**config.mk**
```make
export PLATFORM = sky130hd
export DESIGN_NAME = sr_latch_flat
export DESIGN_NICKNAME = d
export VERILOG_FILES = /design/src/rtl/sr_latch_if.sv /design/src/rtl/sr_latch.sv /design/src/flat_wrapper.sv
export SDC_FILE = /design/constraint.sdc
export NUM_CORES = 1
export LEC_CHECK = 0
export ABC_AREA = 1
export CORE_MARGIN = 2
export CORE_UTILIZATION = 41
export CTS_BUF_LIST = sky130_fd_sc_hd__clkbuf_16
export DETAILED_ROUTE_END_ITERATION = 8
export GPL_TIMING_DRIVEN = 0
export MAX_ROUTING_LAYER = met4
export PLACE_DENSITY = 0.72
export RECOVER_POWER = 100
export SLEW_MARGIN = 20
export SYNTH_ARGS = -nofsm -noshare
export SYNTH_HDL_FRONTEND = slang
export SYNTH_SLANG_ARGS = --single-unit
```
**constraint.sdc**
```tcl
create_clock -name clk -period 1.2 [get_ports clk]
set_clock_uncertainty 0.05 [all_clocks]
set_input_delay 0.24 -clock clk [delete_from_list [all_inputs] [get_ports clk]]
set_output_delay 0.24 -clock clk [all_outputs]
set_load 0.005 [all_outputs]
```
**src/rtl/sr_latch_if.sv**
```systemverilog
// Bundles the per-lane set/reset requests and the latch state outputs of
// sr_latch. The master side drives the requests, the slave side is the latch.
interface sr_latch_if #(
  parameter int WIDTH = 1,
  parameter int CNT_W = 8
);
  logic             en;
  logic [WIDTH-1:0] s;
  logic [WIDTH-1:0] r;
  logic [WIDTH-1:0] q;
  logic [WIDTH-1:0] qb;
  logic [WIDTH-1:0] invalid;
  logic             err_sticky;
  logic [CNT_W-1:0] err_count;

  modport master (
    output en, s, r,
    input  q, qb, invalid, err_sticky, err_count
  );

  modport slave (
    input  en, s, r,
    output q, qb, invalid, err_sticky, err_count
  );
endinterface

```
**src/rtl/sr_latch.sv**
```systemverilog
// Clocked multi-lane SR storage cell. Each lane behaves like a classic SR
// latch, but every bit of state lives in a flop on clk, so there are no
// combinational loops and no combinational path from s/r to q/qb.
// Both requests high in one lane (forbidden) follows FORBID_MODE, raises that
// lane's invalid flag and is recorded once per edge in a saturating counter
// and a sticky error flag.
module sr_latch #(
  parameter int WIDTH       = 1,
  parameter int FORBID_MODE = 0,
  parameter int CNT_W       = 8
) (
  input  logic       clk,
  input  logic       rst,
  sr_latch_if.slave  bus
);

  // Out-of-range policy values fall back to the NOR-equivalent behaviour.
  localparam logic [1:0] EFF_MODE =
    ((FORBID_MODE >= 1) && (FORBID_MODE <= 3)) ? 2'(FORBID_MODE) : 2'd0;
  localparam logic [CNT_W-1:0] CNT_MAX = {CNT_W{1'b1}};
  localparam logic [CNT_W-1:0] CNT_ONE = CNT_W'(1'b1);

  logic [WIDTH-1:0] q_r;
  logic [WIDTH-1:0] qb_r;
  logic [WIDTH-1:0] invalid_r;
  logic             err_sticky_r;
  logic [CNT_W-1:0] err_count_r;

  logic [WIDTH-1:0] q_nxt_s;
  logic [WIDTH-1:0] qb_nxt_s;
  logic [WIDTH-1:0] invalid_nxt_s;
  logic             err_sticky_nxt_s;
  logic [CNT_W-1:0] err_count_nxt_s;
  logic             forbid_s;

  // One edge counts as a single event however many lanes are forbidden.
  assign forbid_s = |(bus.s & bus.r);

  // Per-lane next state: hold / reset / set / forbidden policy.
  always_comb begin
    q_nxt_s       = q_r;
    qb_nxt_s      = qb_r;
    invalid_nxt_s = invalid_r;
    if (bus.en) begin
      for (int i = 0; i < WIDTH; i++) begin
        case ({bus.s[i], bus.r[i]})
          2'b00: begin
            invalid_nxt_s[i] = 1'b0;
            // Leaving the NOR-style forbidden state: both outputs were low,
            // the stored value is 0, so the complement comes back high.
            if (invalid_r[i] && (EFF_MODE == 2'd0)) begin
              q_nxt_s[i]  = 1'b0;
              qb_nxt_s[i] = 1'b1;
            end else begin
              q_nxt_s[i]  = q_r[i];
              qb_nxt_s[i] = qb_r[i];
            end
          end
          2'b01: begin
            q_nxt_s[i]       = 1'b0;
            qb_nxt_s[i]      = 1'b1;
            invalid_nxt_s[i] = 1'b0;
          end
          2'b10: begin
            q_nxt_s[i]       = 1'b1;
            qb_nxt_s[i]      = 1'b0;
            invalid_nxt_s[i] = 1'b0;
          end
          2'b11: begin
            invalid_nxt_s[i] = 1'b1;
            case (EFF_MODE)
              2'd0: begin
                q_nxt_s[i]  = 1'b0;
                qb_nxt_s[i] = 1'b0;
              end
              2'd1: begin
                q_nxt_s[i]  = 1'b1;
                qb_nxt_s[i] = 1'b0;
              end
              2'd2: begin
                q_nxt_s[i]  = 1'b0;
                qb_nxt_s[i] = 1'b1;
              end
              default: begin
                q_nxt_s[i]  = q_r[i];
                qb_nxt_s[i] = qb_r[i];
              end
            endcase
          end
          default: begin
            q_nxt_s[i]       = q_r[i];
            qb_nxt_s[i]      = qb_r[i];
            invalid_nxt_s[i] = invalid_r[i];
          end
        endcase
      end
    end else begin
      q_nxt_s       = q_r;
      qb_nxt_s      = qb_r;
      invalid_nxt_s = invalid_r;
    end
  end

  // Error accounting: sticky flag plus a counter that saturates instead of wrapping.
  always_comb begin
    err_sticky_nxt_s = err_sticky_r;
    err_count_nxt_s  = err_count_r;
    if (bus.en && forbid_s) begin
      err_sticky_nxt_s = 1'b1;
      if (err_count_r == CNT_MAX) begin
        err_count_nxt_s = err_count_r;
      end else begin
        err_count_nxt_s = err_count_r + CNT_ONE;
      end
    end else begin
      err_sticky_nxt_s = err_sticky_r;
      err_count_nxt_s  = err_count_r;
    end
  end

  // State registers; reset forces the idle values immediately.
  always_ff @(posedge clk or posedge rst) begin
    if (rst) begin
      q_r          <= {WIDTH{1'b0}};
      qb_r         <= {WIDTH{1'b1}};
      invalid_r    <= {WIDTH{1'b0}};
      err_sticky_r <= 1'b0;
      err_count_r  <= {CNT_W{1'b0}};
    end else begin
      q_r          <= q_nxt_s;
      qb_r         <= qb_nxt_s;
      invalid_r    <= invalid_nxt_s;
      err_sticky_r <= err_sticky_nxt_s;
      err_count_r  <= err_count_nxt_s;
    end
  end

  assign bus.q          = q_r;
  assign bus.qb         = qb_r;
  assign bus.invalid    = invalid_r;
  assign bus.err_sticky = err_sticky_r;
  assign bus.err_count  = err_count_r;

endmodule

```
**src/flat_wrapper.sv**
```systemverilog
// flat-port wrapper written by rule: the top's interface ports become plain ports
module sr_latch_flat 
#(
  parameter int WIDTH       = 1,
  parameter int FORBID_MODE = 0,
  parameter int CNT_W       = 8
)
  (clk, rst, bus_en, bus_s, bus_r, bus_q, bus_qb, bus_invalid, bus_err_sticky, bus_err_count);
  sr_latch_if #(.WIDTH(WIDTH), .CNT_W(CNT_W)) bus_i ();
  input  logic clk;
  input  logic rst;
  input wire logic [$bits(bus_i.en)-1:0] bus_en;
  input wire logic [$bits(bus_i.s)-1:0] bus_s;
  input wire logic [$bits(bus_i.r)-1:0] bus_r;
  output wire logic [$bits(bus_i.q)-1:0] bus_q;
  output wire logic [$bits(bus_i.qb)-1:0] bus_qb;
  output wire logic [$bits(bus_i.invalid)-1:0] bus_invalid;
  output wire logic [$bits(bus_i.err_sticky)-1:0] bus_err_sticky;
  output wire logic [$bits(bus_i.err_count)-1:0] bus_err_count;
  assign bus_i.en = bus_en;
  assign bus_i.s = bus_s;
  assign bus_i.r = bus_r;
  assign bus_q = bus_i.q;
  assign bus_qb = bus_i.qb;
  assign bus_invalid = bus_i.invalid;
  assign bus_err_sticky = bus_i.err_sticky;
  assign bus_err_count = bus_i.err_count;
  sr_latch #(.WIDTH(WIDTH), .FORBID_MODE(FORBID_MODE), .CNT_W(CNT_W)) u_core (.clk(clk), .rst(rst), .bus(bus_i));
endmodule
```
==> metrics.md, run 1 <==
| Metric | Value |
|---|---|
| Fillers | `between 100 and 150` |
| PD cells | `between 1500 and 2000 nW/µm²` |
| Adder-Cell Fraction of Synth Area | `a little under 2%` |
| Clk slew on worst S/H paths | `~0.040 ns` |
| Final Hold Fails | `0` |
| Gate Count Post-Synth | `77` |
| Pwr Total | `1.737 mW` |
| Post-Synth XOR/XNOR Area | `around 2.8%` |
| Area grow syn2layout | `72.48%` |
| Routed Antenna Nets | `0` |
| Post-layout min period | `about 1.3 ns` |
| H-tree levels | `1` |
| Yosys warnings | `0` |
| Post-synthesis mux area share | `0%` |
| Routed len/inst | `12.33 µm` |
| Unrepaired setup endpoints after global routing | `yes` |
| DP Worst Slack | `-0.3424 ns` |
| Nets@finish | `roughly 120` |
| DR DRC count | `0` |
| Worst-margin pin slew | `0.4669 ns` |
| HPWL after DPL | `between 900 and 1000 µm` |
| Initial DRC Count | `10` |
| Clock Tree Root | `clkbuf_16` |
| Largest net degree at the start of global routing | `13` |
| CP Class | `flip-flop to flip-flop` |
| Setup-failing EPs final | `10` |
| Worst Setup End Kind | `flip-flop` |
| Startpoint Class | `flip-flop` |
| Crit-path slowest cell | `dfrtp_2` |
| Post-synthesis cell area | `631.9 µm²` |
| WHS | `roughly 0.30 ns` |
| Synth unique cells | `18` |
| Most common cell on crit path | `nand2_4` |
| Via-per-instance ratio | `about 5.0` |
| CTS max path bufs | `2` |
| FF+latch area | `304.0 µm²` |
| Sequential fraction of the synthesis area | `around 48%` |
| Leak Pwr | `approximately 0.55 nW` |
| Worst skew pair latency | `about 0.24 ns` |
| Worst Path Buf+Inv | `1` |
| Die Span Y | `between 40 and 50 µm` |
| Critical path fanouts, max | `7` |
| Detailed Routing Iterations Pass 1 | `4` |
| Post-DP Area | `approximately 810 µm²` |
| Initial core utilization | `between 40% and 50%` |
| Delay-heaviest family, CP | `flip-flops` |
| Final Max Slew Viols | `0` |
| Fin area | `1090 µm²` |
| FMAX | `769.8 MHz` |
| CTS sink count | `12` |
| VDD IR-drop max | `~1 mV` |
| Total GRT Usage | `19.95%` |
| Final WS setup | `-0.09901 ns` |
| Initial antenna violation count | `0` |
| #FFs+latches synth | `12` |
| Complex-gate fraction of the synthesized area | `approximately 6.3%` |
| Global-route wire length before repair | `2649 µm` |
| Core Box Area | `1471 µm²` |
| Layout cells sized above 1 | `approximately 42%` |
| Crit path cell chain | `buf_6, ha_4, nand2_4, nor2_4, nand2_4, nand2_8, nand2_1, o21ai_1` |
| Footprint of the multi-input gates | `357.8 µm²` |
| RePlAce Congestion | `0.7240` |
| Main combinational cell family by area after synthesis | `simple AND/OR/NAND/NOR gates` |
| CTS buffer count | `3` |
| WL final | `about 1600 µm` |
| Vias in the first global route | `between 600 and 700` |
| Simple-gate area share of the yosys netlist | `about a third` |
| Status | `finished with violations` |
| Critical path's largest stage delay | `~0.4 ns` |
| CTS tree | `yes` |
| N_diodes | `0` |
| Net Count, Synth | `slightly above 80` |
| CP Data Arrival Time | `between 1 and 1.5 ns` |
| Crit share post-route | `108.3%` |
| Die area | `1871 µm²` |
| MaxCap Viol Count | `0` |
| IO Pins | `17` |
| Port buffer count | `16` |
| Min-delay worst type | `input pin to flip-flop` |
| Max_slew headroom | `between 60% and 70%` |
| Violated checks | `negative setup slack` |
| Final core occ | `between 70% and 80%` |
| Via count | `approximately 650` |
| Die width | `between 40 and 50 µm` |
| Row count | `14` |
| Synth Area per Inst | `between 8 and 9 µm²` |
| GRT overflow | `0` |
| Critical Path RT | `1.27 ns` |
[synthesized netlist by cell type]
library cell  instances  share of area, %
dfrtp_1              11                44
ha_1                  1               2.0
inv_1                10               5.9
nand2_2               3               3.0
nor2_1                5               3.0
or2_2                 1              0.99
inv_4                 1              0.99
a21oi_1               2               1.6
dfstp_2               1               4.2
nand4_1               2               2.0
a21boi_0              1               1.2
nor2_4                2               3.6
nand2_1              24                14
nand3_1               5               4.0
o21ai_0               3               2.4
nand2_4               2               3.6
xnor2_1               2               2.8
o21bai_1              1               1.2
[per-stage QoR]
stage	cells	TNS, ns
after detailed placement	109	-3.302
after global placement	109	-3.113
after global routing	130	-1.348
final	130	-0.7398
after CTS	126	-0.4872
after floorplan	77	-0.3081
[final cells by class]
cell class              instances  area share (%)
flip-flops and latches         12           27.90
clock buffers                   3           6.889
multi-input cells              54           32.84
repair buffers                 33           25.49
clock inverters                 1          0.3444
inverters                      11           4.707
well taps                      16           1.837
[layout by cell type (no fill, tap or decap), types with 2 or more instances in the layout]
cell             instances
dfrtp_2                  2
a21oi_1                  2
nand3_1                  2
o21ai_0                  2
nand2_1                 19
clkdlybuf4s50_1          2
nand2_4                  2
nor2_1                   3
clkdlybuf4s15_1          2
buf_4                   14
dlygate4sd2_1            7
clkbuf_16                3
nand2_2                  7
nand4_1                  2
xnor2_1                  2
nor2_4                   3
nand3_2                  2
dfrtp_1                  9
buf_6                    3
buf_2                    2
inv_1                    9
[layer usage]
metal | track usage (%) | up-vias | wire length, µm
met2 | 34.63 | 18 | 864
met4 | 9.091 | 0 | 23
met5 | - | - | 0
met3 | 3.830 | 4 | 88
li1 | - | 318 | -
met1 | 21.72 | 309 | 627
[where the power goes]
part / total, mW / switching (mW) / internal [mW]
Sequential: 0.521 / 0.0430 / 0.478
Clock: 0.599 / 0.161 / 0.437
Combinational: 0.617 / 0.267 / 0.350
[sequential cells by signal (all words and copies together), names as in the netlist]
register,count
u_core.bus.err_count,8
u_core.bus.invalid,1
u_core.bus.qb,1
u_core.bus.err_sticky,1
u_core.bus.q,1
[what timing repair did]
| item | in CTS | in global routing |
|---|---|---|
| gates resized for setup | 36 | 13 |
| hold buffers | 0 | 0 |
| buffers inserted | 13 | 4 |
| pin swaps | 5 | 8 |
| setup endpoints to repair | 21 | 11 |
[kinds of logic (layout without fill, tap and decap cells)]
kind of cell             count (synthesis)  count (layout)
AND/OR/NAND/NOR                         44              44
flip-flops                              12              12
AO/OA/AOI/OAI                            7               7
buffers and inverters                   11              48
adder cells (fa/ha/maj)                  1               1
XOR/XNOR                                 2               2
[worst paths after layout]
check	from	endpoint	slack, ns	cells past startpoint
setup / recovery	u_core.bus.err_count[0]$_DFFE_PP0P_	u_core.bus.err_count[2]$_DFFE_PP0P_	-0.1	8
hold / removal	bus_en	u_core.bus.invalid$_DFFE_PP0P_	0.30	2
setup reg to reg	u_core.bus.err_count[0]$_DFFE_PP0P_	u_core.bus.err_count[2]$_DFFE_PP0P_	-0.1	8
hold reg to reg	u_core.bus.err_sticky$_DFFE_PP0P_	u_core.bus.err_sticky$_DFFE_PP0P_	0.42	1
max in group asynchronous	rst	u_core.bus.err_count[2]$_DFFE_PP0P_	0.35	2
min in group asynchronous	rst	u_core.bus.err_count[3]$_DFFE_PP0P_	0.41	2
Power figures use the tool's default switching activity.
==> run 2, diff against run 1 <==
--- a/config.mk
+++ b/config.mk
@@ -6,15 +6,15 @@
 export NUM_CORES = 1
 export LEC_CHECK = 0
 export ABC_AREA = 1
+export CORE_ASPECT_RATIO = 1.2
 export CORE_MARGIN = 2
-export CORE_UTILIZATION = 41
+export CORE_UTILIZATION = 38
 export CTS_BUF_LIST = sky130_fd_sc_hd__clkbuf_16
 export DETAILED_ROUTE_END_ITERATION = 8
 export GPL_TIMING_DRIVEN = 0
 export MAX_ROUTING_LAYER = met4
-export PLACE_DENSITY = 0.72
+export PLACE_DENSITY = 0.68
 export RECOVER_POWER = 100
-export SLEW_MARGIN = 20
 export SYNTH_ARGS = -nofsm -noshare
 export SYNTH_HDL_FRONTEND = slang
 export SYNTH_SLANG_ARGS = --single-unit
==> run 2 against run 1 <==
Via count shrank 6.0%. Global-route usage shrank 0.19 points. Die area grew 7.2%. Largest cell class unchanged. The flow still finishes with violations (negative setup slack). Sequential power grew 5.4%. Largest power group is now clock. Final area shrank 4.1%.
==> metrics.md, run 2 (synthesis gave the netlist of run 1 again) <==
| Metric | Value |
|---|---|
| Min-delay worst type | `input pin to flip-flop` |
| CTS max path bufs | `2 (unchanged)` |
| Clock Tree Root | `clkbuf_16` |
| Nets@finish | `116 (-4.1%)` |
| Clk slew on worst S/H paths | `0.04 ns (about the same)` |
| Final WS setup | `-0.05783 ns (+0.04119 ns)` |
| Commonest non-fill, non-tap cells in the layout | `19 x nand2_1, 10 x buf_4, 9 x inv_1, 8 x dlygate4sd2_1, 8 x dfrtp_1` |
| Fillers | `145 (+26%)` |
| Routed Antenna Nets | `0 (unchanged)` |
| Die width | `41.23 µm (-4.7%)` |
| Initial DRC Count | `6 (-4)` |
| Worst Setup End Kind | `flip-flop` |
| Critical path fanouts, max | `7 (unchanged)` |
| CTS sink count | `12 (unchanged)` |
| IO Pins | `17 (unchanged)` |
| FMAX | `795.0 MHz (+3.3%)` |
| CP Data Arrival Time | `1.34 ns (-0.03 ns)` |
| Final Hold Fails | `0 (unchanged)` |
| Via-per-instance ratio | `4.803 (-3.8%)` |
| Unrepaired setup endpoints after global routing | `yes` |
| Worst-margin pin slew | `0.4506 ns (-0.01625 ns)` |
| GRT overflow | `0 (unchanged)` |
| Max_slew headroom | `69.92% (+1.1 points)` |
| Startpoint Class | `flip-flop` |
| Leading cell type in the layout, fill and taps excluded | `nand2_1` |
| CTS tree | `yes` |
| Final Max Slew Viols | `0 (unchanged)` |
| Post-layout min period | `1.258 ns (-0.04119 ns)` |
| Detailed Routing Iterations Pass 1 | `4 (unchanged)` |
| Leak Pwr | `0.5563 nW (+0.29%)` |
| Status | `finished with violations` |
| Initial antenna violation count | `0 (unchanged)` |
| Largest register FFs | `8 (unchanged)` |
| Via count | `610 (-6.0%)` |
| MaxCap Viol Count | `0 (unchanged)` |
| Crit share post-route | `104.8% (-3.4 points)` |
| Initial core utilization | `39.45% (-3.5 points)` |
| Total GRT Usage | `19.75% (-0.19 points)` |
| DR DRC count | `0 (unchanged)` |
| CP Class | `flip-flop to flip-flop` |
| Final core occ | `65.23% (-8.8 points)` |
| Vias in the first global route | `616 (-0.32%)` |
| Row count | `16 (+2)` |
| HPWL after DPL | `943 µm (+3.9%)` |
| Area grow syn2layout | `65.35%` |
| H-tree levels | `1 (unchanged)` |
| DP Worst Slack | `-0.3521 ns (-0.009700 ns)` |
| Core Box Area | `1602 µm² (+8.8%)` |
| Global-route wire length before repair | `2580 µm (-2.6%)` |
| Violated checks | `negative setup slack` |
| CTS buffer count | `3 (unchanged)` |
| Die Span Y | `48.67 µm (+13%)` |
| WL final | `1563 µm (-2.5%)` |
| VDD IR-drop max | `0.8948 mV (-8.9%)` |
| N_diodes | `0 (unchanged)` |
| Die area | `2006 µm² (+7.2%)` |
| Largest net degree at the start of global routing | `13 (unchanged)` |
| Routed len/inst | `12.31 µm (-0.19%)` |
| Critical Path RT | `1.28 ns (about the same)` |
| RePlAce Congestion | `0.7302 (+0.86%)` |
| Port buffer count | `16 (unchanged)` |
| Layout cells sized above 1 | `39.45% (-2.7 points)` |
| Setup-failing EPs final | `8 (-2)` |
| PD cells | `1574 nW/µm² (-1.3%)` |
| Worst skew pair latency | `0.24 ns (about the same)` |
==> run 2: cell types whose count changed in the layout (fill, tap and decap cells not counted), sizes merged <==
cell | previous run | this run
buf | 19 | 13
clkbuf | 4 | 5
clkdlybuf4s15 | 2 | 1
dlygate4sd2 | 7 | 8
==> run 2: metrics by stage <==
step	total power, mW	hold WS, ns	area (µm²)	TNS [ns]	cells
2_1_floorplan	0.6974	0.05398	634.4	-0.3081	77
3_3_place_gp	0.8660	0.4033	817.0	-3.056	111
6_report	1.644	0.2533	1045	-0.2434	127
4_1_cts	1.637	0.2809	1011	-0.2485	125
3_5_place_dp	0.8788	0.4175	817.0	-3.295	111
5_1_grt	1.736	0.3097	1045	-0.8355	127
==> run 2: worst paths after layout <==
path,startpoint,slack [ns],cells after the start,to
max in group asynchronous,rst,0.36,2,u_core.bus.qb$_DFFE_PP1P_
worst min-delay path,bus_en,0.25,2,u_core.bus.invalid$_DFFE_PP0P_
worst max-delay path,u_core.bus.err_count[1]$_DFFE_PP0P_,-0.06,8,u_core.bus.err_count[5]$_DFFE_PP0P_
min in group asynchronous,rst,0.40,2,u_core.bus.q$_DFFE_PP0P_
worst min register to register,u_core.bus.err_sticky$_DFFE_PP0P_,0.42,1,u_core.bus.err_sticky$_DFFE_PP0P_
worst max register to register,u_core.bus.err_count[1]$_DFFE_PP0P_,-0.06,8,u_core.bus.err_count[5]$_DFFE_PP0P_
==> run 2: routing by layer <==
layer  global-route usage [%]  wire [µm]  up-vias
met3                    4.128         93        5
met1                    21.13        569      283
li1                         -          -      303
met4                    9.677         36        0
met2                    32.29        863       19
met5                        -          0        -
==> run 2: critical path, cell delays in order (launching register included) <==
cell and delay [ns]:
dfrtp_2 0.41, ha_4 0.16, nand2_4 0.06, nor2_4 0.10
nand2_4 0.10, nand2_8 0.11, inv_8 0.05, nand2_2 0.05
nand2_1 0.05
==> run 2: layout make-up <==
class / instances / area [µm²] / area share [%]
clock buffers: 3 / 75.07 / 7.186
clock inverters: 1 / 3.754 / 0.3593
inverters: 11 / 48.80 / 4.671
multi-input cells: 54 / 354.1 / 33.89
flip-flops and latches: 12 / 305.3 / 29.22
well taps: 18 / 22.52 / 2.156
repair buffers: 28 / 235.2 / 22.52
==> run 2: timing repair <==
action,CTS,global route
hold buffers,0,0
setup buffers,10,2
pin swaps,5,8
gates cloned,0,0
setup endpoints to repair,21,12
gates resized for setup,33,13
==> run 2: power by group <==
group / total, mW / switching, mW / leakage [nW] / internal [mW]
sequential: 0.549 / 0.0677 / 0.147 / 0.482
clock: 0.609 / 0.171 / 0.0423 / 0.438
combinational: 0.486 / 0.219 / 0.367 / 0.266
==> run 3, diff against run 2 <==
--- a/config.mk
+++ b/config.mk
@@ -15,6 +15,7 @@
 export MAX_ROUTING_LAYER = met4
 export PLACE_DENSITY = 0.68
 export RECOVER_POWER = 100
+export SLEW_MARGIN = 10
 export SYNTH_ARGS = -nofsm -noshare
 export SYNTH_HDL_FRONTEND = slang
 export SYNTH_SLANG_ARGS = --single-unit
==> results of run 3 <==
Final layout, timing and power as in run 2 (identical DEF).
